<file path="src/rtl/sfifo_flagged_pkg.sv">
// sfifo_pkg: depth helper and threshold legality checks shared by the flagged FIFO.
package sfifo_pkg;
  function automatic int fifo_depth(input int lg);
    return 1 << lg;
  endfunction
  function automatic bit lg_ok(input int lg);
    return lg >= 1 && lg <= 12;
  endfunction
  function automatic bit af_thresh_ok(input int lg, input int af);
    return af >= 1 && af <= fifo_depth(lg);
  endfunction
  function automatic bit ae_thresh_ok(input int lg, input int ae);
    return ae >= 0 && ae < fifo_depth(lg);
  endfunction
endpackage

</file>
<file path="src/rtl/sfifo_flagged_if.sv">
// sfifo_flagged_if: write/read handshake, level flags and error flags of the flagged FIFO.
interface sfifo_flagged_if #(parameter int BW = 8, parameter int LGFLEN = 4);
  logic              i_wr;
  logic [BW-1:0]     i_data;
  logic              o_full;
  logic              o_afull;
  logic [LGFLEN:0]   o_fill;
  logic              i_rd;
  logic [BW-1:0]     o_data;
  logic              o_empty;
  logic              o_aempty;
  logic              o_overflow;
  logic              o_underflow;
  logic              i_clr_err;
  modport master(output i_wr, i_data, i_rd, i_clr_err,
                 input o_full, o_afull, o_fill, o_data, o_empty, o_aempty, o_overflow, o_underflow);
  modport slave(input i_wr, i_data, i_rd, i_clr_err,
                output o_full, o_afull, o_fill, o_data, o_empty, o_aempty, o_overflow, o_underflow);
endinterface

</file>
<file path="src/rtl/sfifo_flagged_mem.sv">
// sfifo_mem: simple dual-port RAM, synchronous write, asynchronous read.
module sfifo_mem #(parameter int BW = 8, parameter int LGFLEN = 4) (
  input  logic              i_clk,
  input  logic              i_we,
  input  logic [LGFLEN-1:0] i_waddr,
  input  logic [BW-1:0]     i_wdata,
  input  logic [LGFLEN-1:0] i_raddr,
  output logic [BW-1:0]     o_rdata
);
  logic [BW-1:0] r_mem [(1<<LGFLEN)];
  always_ff @(posedge i_clk)
    if (i_we) r_mem[i_waddr] <= i_wdata;
  assign o_rdata = r_mem[i_raddr];
endmodule

</file>
<file path="src/rtl/sfifo_flagged.sv">
// sfifo_flagged: FWFT synchronous FIFO with registered fill/level flags, thresholds and sticky errors.
// Define SFIFO_RW_ON_FULL_EN to let a write at full be accepted alongside a same-cycle read.
module sfifo_flagged
  import sfifo_pkg::*;
#(
  parameter int BW        = 8,
  parameter int LGFLEN    = 4,
  parameter int AF_THRESH = (1 << LGFLEN) - 1,
  parameter int AE_THRESH = 1
) (
  input logic           i_clk,
  input logic           i_reset,
  sfifo_flagged_if.slave bus
);
  localparam int DEPTH = fifo_depth(LGFLEN);
  if (!lg_ok(LGFLEN)) begin : g_lg_bad
    $error("LGFLEN out of range 1..12");
  end
  if (!af_thresh_ok(LGFLEN, AF_THRESH)) begin : g_af_bad
    $error("AF_THRESH out of range 1..depth");
  end
  if (!ae_thresh_ok(LGFLEN, AE_THRESH)) begin : g_ae_bad
    $error("AE_THRESH out of range 0..depth-1");
  end
  logic [LGFLEN:0] r_wr_addr, r_rd_addr, r_fill, w_next_fill;
  logic r_full, r_afull, r_empty, r_aempty, r_overflow, r_underflow;
  logic w_wr, w_rd;
`ifdef SFIFO_RW_ON_FULL_EN
  assign w_wr = bus.i_wr && (!r_full || bus.i_rd);
`else
  assign w_wr = bus.i_wr && !r_full;
`endif
  assign w_rd        = bus.i_rd && !r_empty;
  assign w_next_fill = r_fill + {{LGFLEN{1'b0}}, w_wr} - {{LGFLEN{1'b0}}, w_rd};
  always_ff @(posedge i_clk or posedge i_reset)
    if (i_reset) begin
      r_wr_addr   <= '0;
      r_rd_addr   <= '0;
      r_fill      <= '0;
      r_full      <= 1'b0;
      r_afull     <= 1'b0;
      r_empty     <= 1'b1;
      r_aempty    <= 1'b1;
      r_overflow  <= 1'b0;
      r_underflow <= 1'b0;
    end else begin
      r_wr_addr   <= w_wr ? r_wr_addr + 1'b1 : r_wr_addr;
      r_rd_addr   <= w_rd ? r_rd_addr + 1'b1 : r_rd_addr;
      r_fill      <= w_next_fill;
      r_full      <= w_next_fill == (LGFLEN+1)'(DEPTH);
      r_afull     <= w_next_fill >= (LGFLEN+1)'(AF_THRESH);
      r_empty     <= w_next_fill == '0;
      r_aempty    <= w_next_fill <= (LGFLEN+1)'(AE_THRESH);
      r_overflow  <= !bus.i_clr_err && (r_overflow || (bus.i_wr && !w_wr));
      r_underflow <= !bus.i_clr_err && (r_underflow || (bus.i_rd && r_empty));
    end
  sfifo_mem #(.BW(BW), .LGFLEN(LGFLEN)) u_mem (
    .i_clk  (i_clk),
    .i_we   (w_wr),
    .i_waddr(r_wr_addr[LGFLEN-1:0]),
    .i_wdata(bus.i_data),
    .i_raddr(r_rd_addr[LGFLEN-1:0]),
    .o_rdata(bus.o_data)
  );
  assign bus.o_fill      = r_fill;
  assign bus.o_full      = r_full;
  assign bus.o_afull     = r_afull;
  assign bus.o_empty     = r_empty;
  assign bus.o_aempty    = r_aempty;
  assign bus.o_overflow  = r_overflow;
  assign bus.o_underflow = r_underflow;
endmodule

</file>
<file path="src/flat_wrapper.sv">
// flat-port wrapper written by rule: the top's interface ports become plain ports
module sfifo_flagged_flat import sfifo_pkg::*;
#(
  parameter int BW        = 8,
  parameter int LGFLEN    = 4,
  parameter int AF_THRESH = (1 << LGFLEN) - 1,
  parameter int AE_THRESH = 1
)
  (i_clk, i_reset, bus_i_wr, bus_i_data, bus_i_rd, bus_i_clr_err, bus_o_full, bus_o_afull, bus_o_fill, bus_o_data, bus_o_empty, bus_o_aempty, bus_o_overflow, bus_o_underflow);
  sfifo_flagged_if #(.BW(BW), .LGFLEN(LGFLEN)) bus_i ();
  input logic i_clk;
  input logic i_reset;
  input wire logic [$bits(bus_i.i_wr)-1:0] bus_i_wr;
  input wire logic [$bits(bus_i.i_data)-1:0] bus_i_data;
  input wire logic [$bits(bus_i.i_rd)-1:0] bus_i_rd;
  input wire logic [$bits(bus_i.i_clr_err)-1:0] bus_i_clr_err;
  output wire logic [$bits(bus_i.o_full)-1:0] bus_o_full;
  output wire logic [$bits(bus_i.o_afull)-1:0] bus_o_afull;
  output wire logic [$bits(bus_i.o_fill)-1:0] bus_o_fill;
  output wire logic [$bits(bus_i.o_data)-1:0] bus_o_data;
  output wire logic [$bits(bus_i.o_empty)-1:0] bus_o_empty;
  output wire logic [$bits(bus_i.o_aempty)-1:0] bus_o_aempty;
  output wire logic [$bits(bus_i.o_overflow)-1:0] bus_o_overflow;
  output wire logic [$bits(bus_i.o_underflow)-1:0] bus_o_underflow;
  assign bus_i.i_wr = bus_i_wr;
  assign bus_i.i_data = bus_i_data;
  assign bus_i.i_rd = bus_i_rd;
  assign bus_i.i_clr_err = bus_i_clr_err;
  assign bus_o_full = bus_i.o_full;
  assign bus_o_afull = bus_i.o_afull;
  assign bus_o_fill = bus_i.o_fill;
  assign bus_o_data = bus_i.o_data;
  assign bus_o_empty = bus_i.o_empty;
  assign bus_o_aempty = bus_i.o_aempty;
  assign bus_o_overflow = bus_i.o_overflow;
  assign bus_o_underflow = bus_i.o_underflow;
  sfifo_flagged #(.BW(BW), .LGFLEN(LGFLEN), .AF_THRESH(AF_THRESH), .AE_THRESH(AE_THRESH)) u_core (.i_clk(i_clk), .i_reset(i_reset), .bus(bus_i));
endmodule
</file>
<file path="config.mk">
export PLATFORM = sky130hd
export DESIGN_NAME = sfifo_flagged_flat
export DESIGN_NICKNAME = d
export VERILOG_FILES = /design/src/rtl/sfifo_flagged_pkg.sv /design/src/rtl/sfifo_flagged_if.sv /design/src/rtl/sfifo_flagged_mem.sv /design/src/rtl/sfifo_flagged.sv /design/src/flat_wrapper.sv
export SDC_FILE = /design/constraint.sdc
export NUM_CORES = 1
export LEC_CHECK = 0
export ABC_AREA = 1
export BUFFER_PORTS_ARGS = -buffer_cell sky130_fd_sc_hd__buf_2
export CORE_AREA = 2 2 106 108
export CTS_CLUSTER_SIZE = 10
export DETAILED_ROUTE_END_ITERATION = 10
export DIE_AREA = 0 0 108 110
export PLACE_DENSITY = 0.88
export SYNTH_ARGS = -nofsm -noshare
export SYNTH_HDL_FRONTEND = slang
export SYNTH_HIERARCHICAL = 1
export SYNTH_SLANG_ARGS = --single-unit
</file>
<file path="constraint.sdc">
create_clock -name i_clk -period 4.87 [get_ports i_clk]
set_input_delay 0.487 -clock i_clk [delete_from_list [all_inputs] [get_ports i_clk]]
set_output_delay 0.487 -clock i_clk [all_outputs]
set_load 0.03 [all_outputs]
</file>
==> results of run 1 <==
-- worst register-to-register path, cell delays in order, from the launching register on --
cell	delay (ps)
dfrtp_1	420
nor2_4	220
inv_1	90
ha_1	280
inv_1	40
ha_1	210
fa_1	440
nand3_1	130
nand2_1	70
nand2_2	90
nand2_4	60
inv_2	60
o21ai_1	60
-- flip-flops by register name (all words and copies together), names as in the netlist --
signal	count
u_core/bus.o_aempty	1
u_core/bus.o_afull	1
u_core/bus.o_empty	1
u_core/bus.o_fill	5
u_core/bus.o_full	1
u_core/bus.o_overflow	1
u_core/bus.o_underflow	1
u_core/r_rd_addr	4
u_core/r_wr_addr	4
u_core/u_mem/r_mem	128
-- how the worst max path moves through the flow --
| stage | to | slack, ps | cells after the start |
|---|---|---|---|
| floorplan | u_core/bus.o_afull$_DFF_PP0_ | 2590 | 12 |
| detailed placement | bus_o_data[2] | 2020 | 9 |
| CTS | bus_o_data[5] | 1410 | 9 |
| finish | bus_o_data[5] | 1320 | 9 |
| global route | bus_o_data[1] | 1160 | 9 |
| global placement | bus_o_data[3] | 2070 | 9 |
-- area by class of cell --
| cell class | count | area, µm² |
|---|---|---|
| Sequential cell | 147 | 4320 |
| Timing Repair Buffer | 33 | 170 |
| Fill cell | 744 | 3380 |
| Tap cell | 140 | 175 |
| Clock buffer | 19 | 422 |
| Clock inverter | 12 | 181 |
| Multi-Input combinational cell | 344 | 1610 |
| Inverter | 117 | 439 |
-- metrics by stage --
stage	std cells	cell area, µm²
after floorplan	632	6540
after global placement	781	6720
after detailed placement	781	6720
after CTS	812	7320
after global routing	812	7320
final	812	7320
-- routing by layer --
metal / vias to the layer above / track usage, % / wire length (µm) / share of wire [%]
met5: - / 0 / 0 / 0
met3: 36 / 5.64 / 1280 / 9.0
met2: 304 / 44.9 / 7350 / 51
li1: 2085 / - / - / -
met1: 2171 / 31.1 / 5370 / 38
met4: 0 / 10.4 / 304 / 2.1
-- cell usage after synthesis, types with 2 or more instances --
library cell,n,share of area (%)
a21oi_1,4,0.31
nand3_1,103,7.9
nand2_1,183,11
nand3b_1,3,0.34
xor2_1,3,0.40
inv_2,3,0.17
inv_1,114,6.5
nor2_2,2,0.19
nand2_2,2,0.19
dfrtp_1,17,6.5
buf_6,6,1.0
ha_1,7,1.3
nor2_1,23,1.3
nand4_1,2,0.19
buf_2,13,0.99
xnor2_1,5,0.67
edfxtp_1,128,59
buf_4,4,0.46
dfstp_2,2,0.80
-- cell usage in the layout, fill, tap and decap left out, types with 2 or more instances in the layout --
master      netlist  routed
nand2_1         183     183
edfxtp_1        128     128
inv_1           114     114
nand3_1         103     103
buf_2            13      31
nor2_1           23      23
clkbuf_16         0      16
dfrtp_1          17      16
ha_1              7       7
xnor2_1           5       5
clkinvlp_4        0       4
bufinv_16         0       4
a21oi_1           4       4
xor2_1            3       3
inv_2             3       3
nand3b_1          3       3
clkbuf_1          0       2
inv_6             0       2
nand4_1           2       2
nor2_2            2       2
nand2_2           2       2
dfstp_2           2       2
buf_4             4       2
-- logic make-up after synthesis --
| group | Yosys count |
|---|---|
| XOR/XNOR | 9 |
| AO/OA/AOI/OAI | 5 |
| flip-flops | 147 |
| adder cells (fa/ha/maj) | 8 |
| buffers and inverters | 141 |
| multiplexers | 1 |
| AND/OR/NAND/NOR | 321 |
-- report_power, final --
part           switching, mW  internal, mW  leakage (nW)
Sequential             0.137          1.58          1.38
Combinational           1.30         0.533          1.58
Clock                  0.498         0.832         0.281
==> impl_metrics.json, run 1 <==
{
  "drive_gt1_share_pct": 11.5,
  "syn_area_um2": 6540,
  "setup_violations": 0,
  "cts_setup_buffers": 0,
  "cp-end-kind": "output pin",
  "finClkSkew_ps": 7.70,
  "finalCritPeriodShare_pct": 72.9,
  "htree_levels": 4,
  "cts_sinks": 147,
  "final-hold-violation-count": 0,
  "grt_setup_unrepaired": "false",
  "ys_ff_latch": 147,
  "critical_path_class": "reg -> out",
  "rrSetupSlack_ps": 2590,
  "drt-pass1-iter-count": 6,
  "max_freq_mhz": 282,
  "yosysSeqAreaShare_pct": 66.1,
  "cp_max_fo": 68,
  "synthAdderAreaFrac_pct": 1.65,
  "min_period_ps": 3550,
  "startpoint": "u_core/r_rd_addr[0]$_DFFE_PP0P_",
  "setup_slack_ps": 1320,
  "ir_drop_uv": 476,
  "hold_path.class": "in -> async",
  "avgSynthCellArea_um2": 10.3,
  "grt_max_degree": 69,
  "clockBufferDepth": 2,
  "p_leak_nw": 3.24,
  "start_util_pct": 61.1,
  "critPathMostFrequentCell": "nand2_1",
  "drc": 0,
  "crit_chain": "buf_4 > inv_2 > nand2_1 > nand2_1 > nand2_1 > nand3_1 > nand3_1 > nand2_1 > buf_2",
  "wl_um": 14300,
  "tritoncts": "done",
  "synthMuxAreaShare_pct": 0.172,
  "io-pin-count": 32,
  "synth_warnings": 6,
  "slew-limit-headroom_pct": 27.7,
  "setup_tns_ps": 0,
  "synthSimpleGateAreaFrac_pct": 21.1,
  "cts_buffers": 17,
  "cts_resized": 0,
  "clk_latency_ps": 520,
  "cts_hold_buf": 0,
  "drt_iter0_drc": 710,
  "clk_pin_slew_ps": 70,
  "critPathTopFamily": "buffers and inverters",
  "start_kind": "flip-flop",
  "antenna_found_initial": 0,
  "power_density_nw_per_um2": 666,
  "dieArea_um2": 11900,
  "synth_cells": 632,
  "slowest_stage": "inv_2",
  "crit_arrival_ps": 3060,
  "synth_flop_cell": "edfxtp_1",
  "vias_per_cell": 5.66,
  "power_mw": 4.88,
  "timing.critical_path.buf_inv": 3,
  "r2r-end": "u_core/bus.o_afull$_DFF_PP0_",
  "num_antenna_cells": 0,
  "synth_fp_nets": 653,
  "worstRegToRegCells": 12,
  "maxCapViolations": 0,
  "gp_congestion": 0.849,
  "synth_top_family_by_area": "simple AND/OR/NAND/NOR gates",
  "synth_edf_count": 128,
  "core_um2": 10700,
  "drv_slew": 0,
  "worst_slew_pin_slew_ps": 1080,
  "drt-wirelength-per-cell_um": 17.6,
  "status": "finished, final reports clean",
  "grt_usage_pct": 25.7,
  "grt_pass1_vias": 4621,
  "postLayoutCoreUtil_pct": 68.4,
  "synth_xor_xnor_area_share_pct": 1.32,
  "whs_ps": 65.5,
  "vias": 4596,
  "dp.final_hpwl_um": 8190,
  "syn2layout_area_growth_pct": 12.0,
  "synth-compound-area-share_pct": 0.383,
  "synth.distinct_cells": 27,
  "async_flop_share_pct": 12.9,
  "antenna_left": 0,
  "layout.nets": 681,
  "rows": 38,
  "worst_path_largest_cell_delay_ps": 890,
  "clock_tree.root_cell": "clkbuf_8",
  "grt_pass1_wl_um": 22400,
  "port_buffers": 31,
  "gr-total-overflow": 0,
  "pre_cts_ws_ps": 2020,
  "die_w_um": 108,
  "die_h_um": 110,
  "rr_startpoint": "u_core/bus.o_full$_DFF_PP0_",
  "cp_data_required_time_ps": 4380
}
(Power assumes the default switching activity.)
==> run 2: changes to the inputs <==
--- a/config.mk
+++ b/config.mk
@@ -7,11 +7,11 @@
 export LEC_CHECK = 0
 export ABC_AREA = 1
 export BUFFER_PORTS_ARGS = -buffer_cell sky130_fd_sc_hd__buf_2
-export CORE_AREA = 2 2 106 108
+export CORE_AREA = 2 2 107 109
 export CTS_CLUSTER_SIZE = 10
 export DETAILED_ROUTE_END_ITERATION = 10
-export DIE_AREA = 0 0 108 110
-export PLACE_DENSITY = 0.88
+export DIE_AREA = 0 0 109 111
+export PLACE_DENSITY = 0.87
 export SYNTH_ARGS = -nofsm -noshare
 export SYNTH_HDL_FRONTEND = slang
 export SYNTH_HIERARCHICAL = 1
==> constraint.sdc (replaced) <==
create_clock -name i_clk -period 3.3 [get_ports i_clk]
set_input_delay 0.33 -clock i_clk [delete_from_list [all_inputs] [get_ports i_clk]]
set_output_delay 0.33 -clock i_clk [all_outputs]
set_load 0.03 [all_outputs]
==> impl_metrics.json, run 2 (same netlist as run 1, synthesis figures left out) <==
{
  "die_h_um": 111,
  "wl_um": 15100,
  "met2_length_um": 7740,
  "critPathMostFrequentCell": "nand2_1",
  "syn2layout_area_growth_pct": 12.1,
  "tritoncts": "done",
  "wl_met1_um": 5230,
  "switching_power_mw": 2.95,
  "slew-limit-headroom_pct": 30.3,
  "setup_violations": 0,
  "start_kind": "flip-flop",
  "cts_sinks": 147,
  "met3WireLength_um": 1450,
  "clkPwrFrac_pct": 25.8,
  "final-hold-violation-count": 0,
  "fin_cells": 820,
  "status": "finished, final reports clean",
  "final_cell_mix": "183 x nand2_1, 128 x edfxtp_1, 114 x inv_1",
  "max_freq_mhz": 375,
  "drc": 0,
  "timing.critical_path.buf_inv": 3,
  "layout_commonest_cell": "nand2_1",
  "grt_pass1_vias": 4838,
  "htree_levels": 4,
  "clock_tree.root_cell": "clkbuf_16",
  "finClkSkew_ps": 8.82,
  "port_buffers": 31,
  "whs_ps": 9.84,
  "drv_slew": 0,
  "dp.final_hpwl_um": 9030,
  "grt_max_degree": 68,
  "multiInputGateArea_um2": 1610,
  "clk_latency_ps": 420,
  "critical_path_class": "reg -> out",
  "start_util_pct": 59.0,
  "comb_power_share_pct": 39.5,
  "startpoint": "u_core/r_rd_addr[0]$_DFFE_PP0P_",
  "gr-total-overflow": 0,
  "cts_setup_buffers": 0,
  "crit_arrival_ps": 2340,
  "crit_chain": "inv_2 > buf_4 > nand2_1 > nand2_1 > nand2_1 > nand3_1 > nand3_1 > nand2_1 > buf_2",
  "maxCapViolations": 0,
  "largest_reg_flops": 128,
  "grt_pass1_wl_um": 23400,
  "antenna_found_initial": 1,
  "ir_drop_uv": 829,
  "vias": 4772,
  "drt-pass1-iter-count": 6,
  "seqCellArea_um2": 4320,
  "rows": 39,
  "place_inst": 787,
  "seqPwrFrac_pct": 34.7,
  "slowest_stage": "inv_2",
  "clockBufferDepth": 2,
  "nFillCells": 748,
  "antenna_left": 0,
  "cp_max_fo": 30,
  "grt_usage_pct": 26.4,
  "io-pin-count": 32,
  "rr_startpoint": "u_core/bus.o_full$_DFF_PP0_",
  "largest-register": "u_core/u_mem/r_mem",
  "power_mw": 7.20,
  "top_layer_used": "met4",
  "worst_path_largest_cell_delay_ps": 420,
  "critPathTopFamily": "buffers and inverters",
  "cts_buffers": 17,
  "worst_slew_pin_slew_ps": 1040,
  "grt_setup_unrepaired": "false",
  "clk_pin_slew_ps": 60,
  "min_period_ps": 2670,
  "setup_tns_ps": 0,
  "drt-wirelength-per-cell_um": 18.5,
  "hold_path.class": "in -> async",
  "vias_per_cell": 5.82,
  "internal-power_mw": 4.25,
  "drive_gt1_share_pct": 12.1,
  "dieArea_um2": 12100,
  "drt_iter0_drc": 550,
  "cts_resized": 0,
  "core_um2": 11100,
  "cts_hold_buf": 0,
  "gp_congestion": 0.811,
  "layout.nets": 684,
  "switching_share_pct": 41.0,
  "p_leak_nw": 3.27,
  "die_w_um": 109,
  "cp-end-kind": "output pin",
  "power_density_nw_per_um2": 982,
  "cp_data_required_time_ps": 2970,
  "finalCritPeriodShare_pct": 80.8
}
[run 2: changes by cell type in the layout (fill, tap and decap cells not counted)]
cell,delta
inv_4,+5
bufinv_16,-4
clkbuf_16,+4
clkinvlp_4,-4
buf_4,+3
clkinv_2,+2
clkbuf_1,-1
diode_2,+1
inv_6,-1
[run 2: path summary, 6_finish.rpt]
check	endpoint	slack, ps	depth (start not counted)
min in group i_clk	u_core/bus.o_underflow$_DFF_PP0_	80	2
min	u_core/bus.o_fill[2]$_DFF_PP0_	10	2
min reg2reg	u_core/bus.o_underflow$_DFF_PP0_	520	2
max in group asynchronous	u_core/r_rd_addr[0]$_DFFE_PP0P_	2810	2
max	bus_o_data[6]	630	9
max reg2reg	u_core/bus.o_full$_DFF_PP0_	980	11
[run 2: cell type report]
type | count | area share (%)
Timing Repair Buffer | 36 | 2.63
Tap cell | 143 | 2.44
Antenna cell | 1 | 0.0341
Clock inverter | 10 | 0.871
Clock buffer | 22 | 7.07
Multi-Input combinational cell | 344 | 22.0
Inverter | 117 | 5.99
Sequential cell | 147 | 59.0
[run 2: layer usage]
layer	up-vias	global-route usage, %
met1	2260	30.5
met4	0	15.9
met5	-	0
li1	2096	-
met3	75	6.76
met2	341	43.8
[run 2: per-stage QoR]
| step | setup WS, ps | cell area (µm²) | util, % |
|---|---|---|---|
| floorplan | 1020 | 6540 | - |
| global placement | 1050 | 6750 | 60.9 |
| detailed placement | 927 | 6750 | 60.9 |
| CTS | 664 | 7330 | 66.1 |
| global route | 512 | 7330 | 66.2 |
| finish | 633 | 7330 | 66.2 |
[run 2: power by group through the flow]
stage	combinational, mW	sequential, mW	clock (mW)
2_1_floorplan	2.01	2.59	0
3_3_place_gp	2.58	2.51	0
3_5_place_dp	2.75	2.53	0
4_1_cts	2.79	2.50	1.88
5_1_grt	3.09	2.52	1.95
6_report	2.84	2.50	1.86
[run 2: worst register-to-register path: stages, from the launching register on]
cell and delay (ps):
dfrtp_1 420, nor2_4 230, inv_1 90, ha_1 280, inv_1 40, ha_1 210
fa_1 450, nand3_1 140, nand3_1 150, nand2_4 110, inv_2 40, nor2_2 90
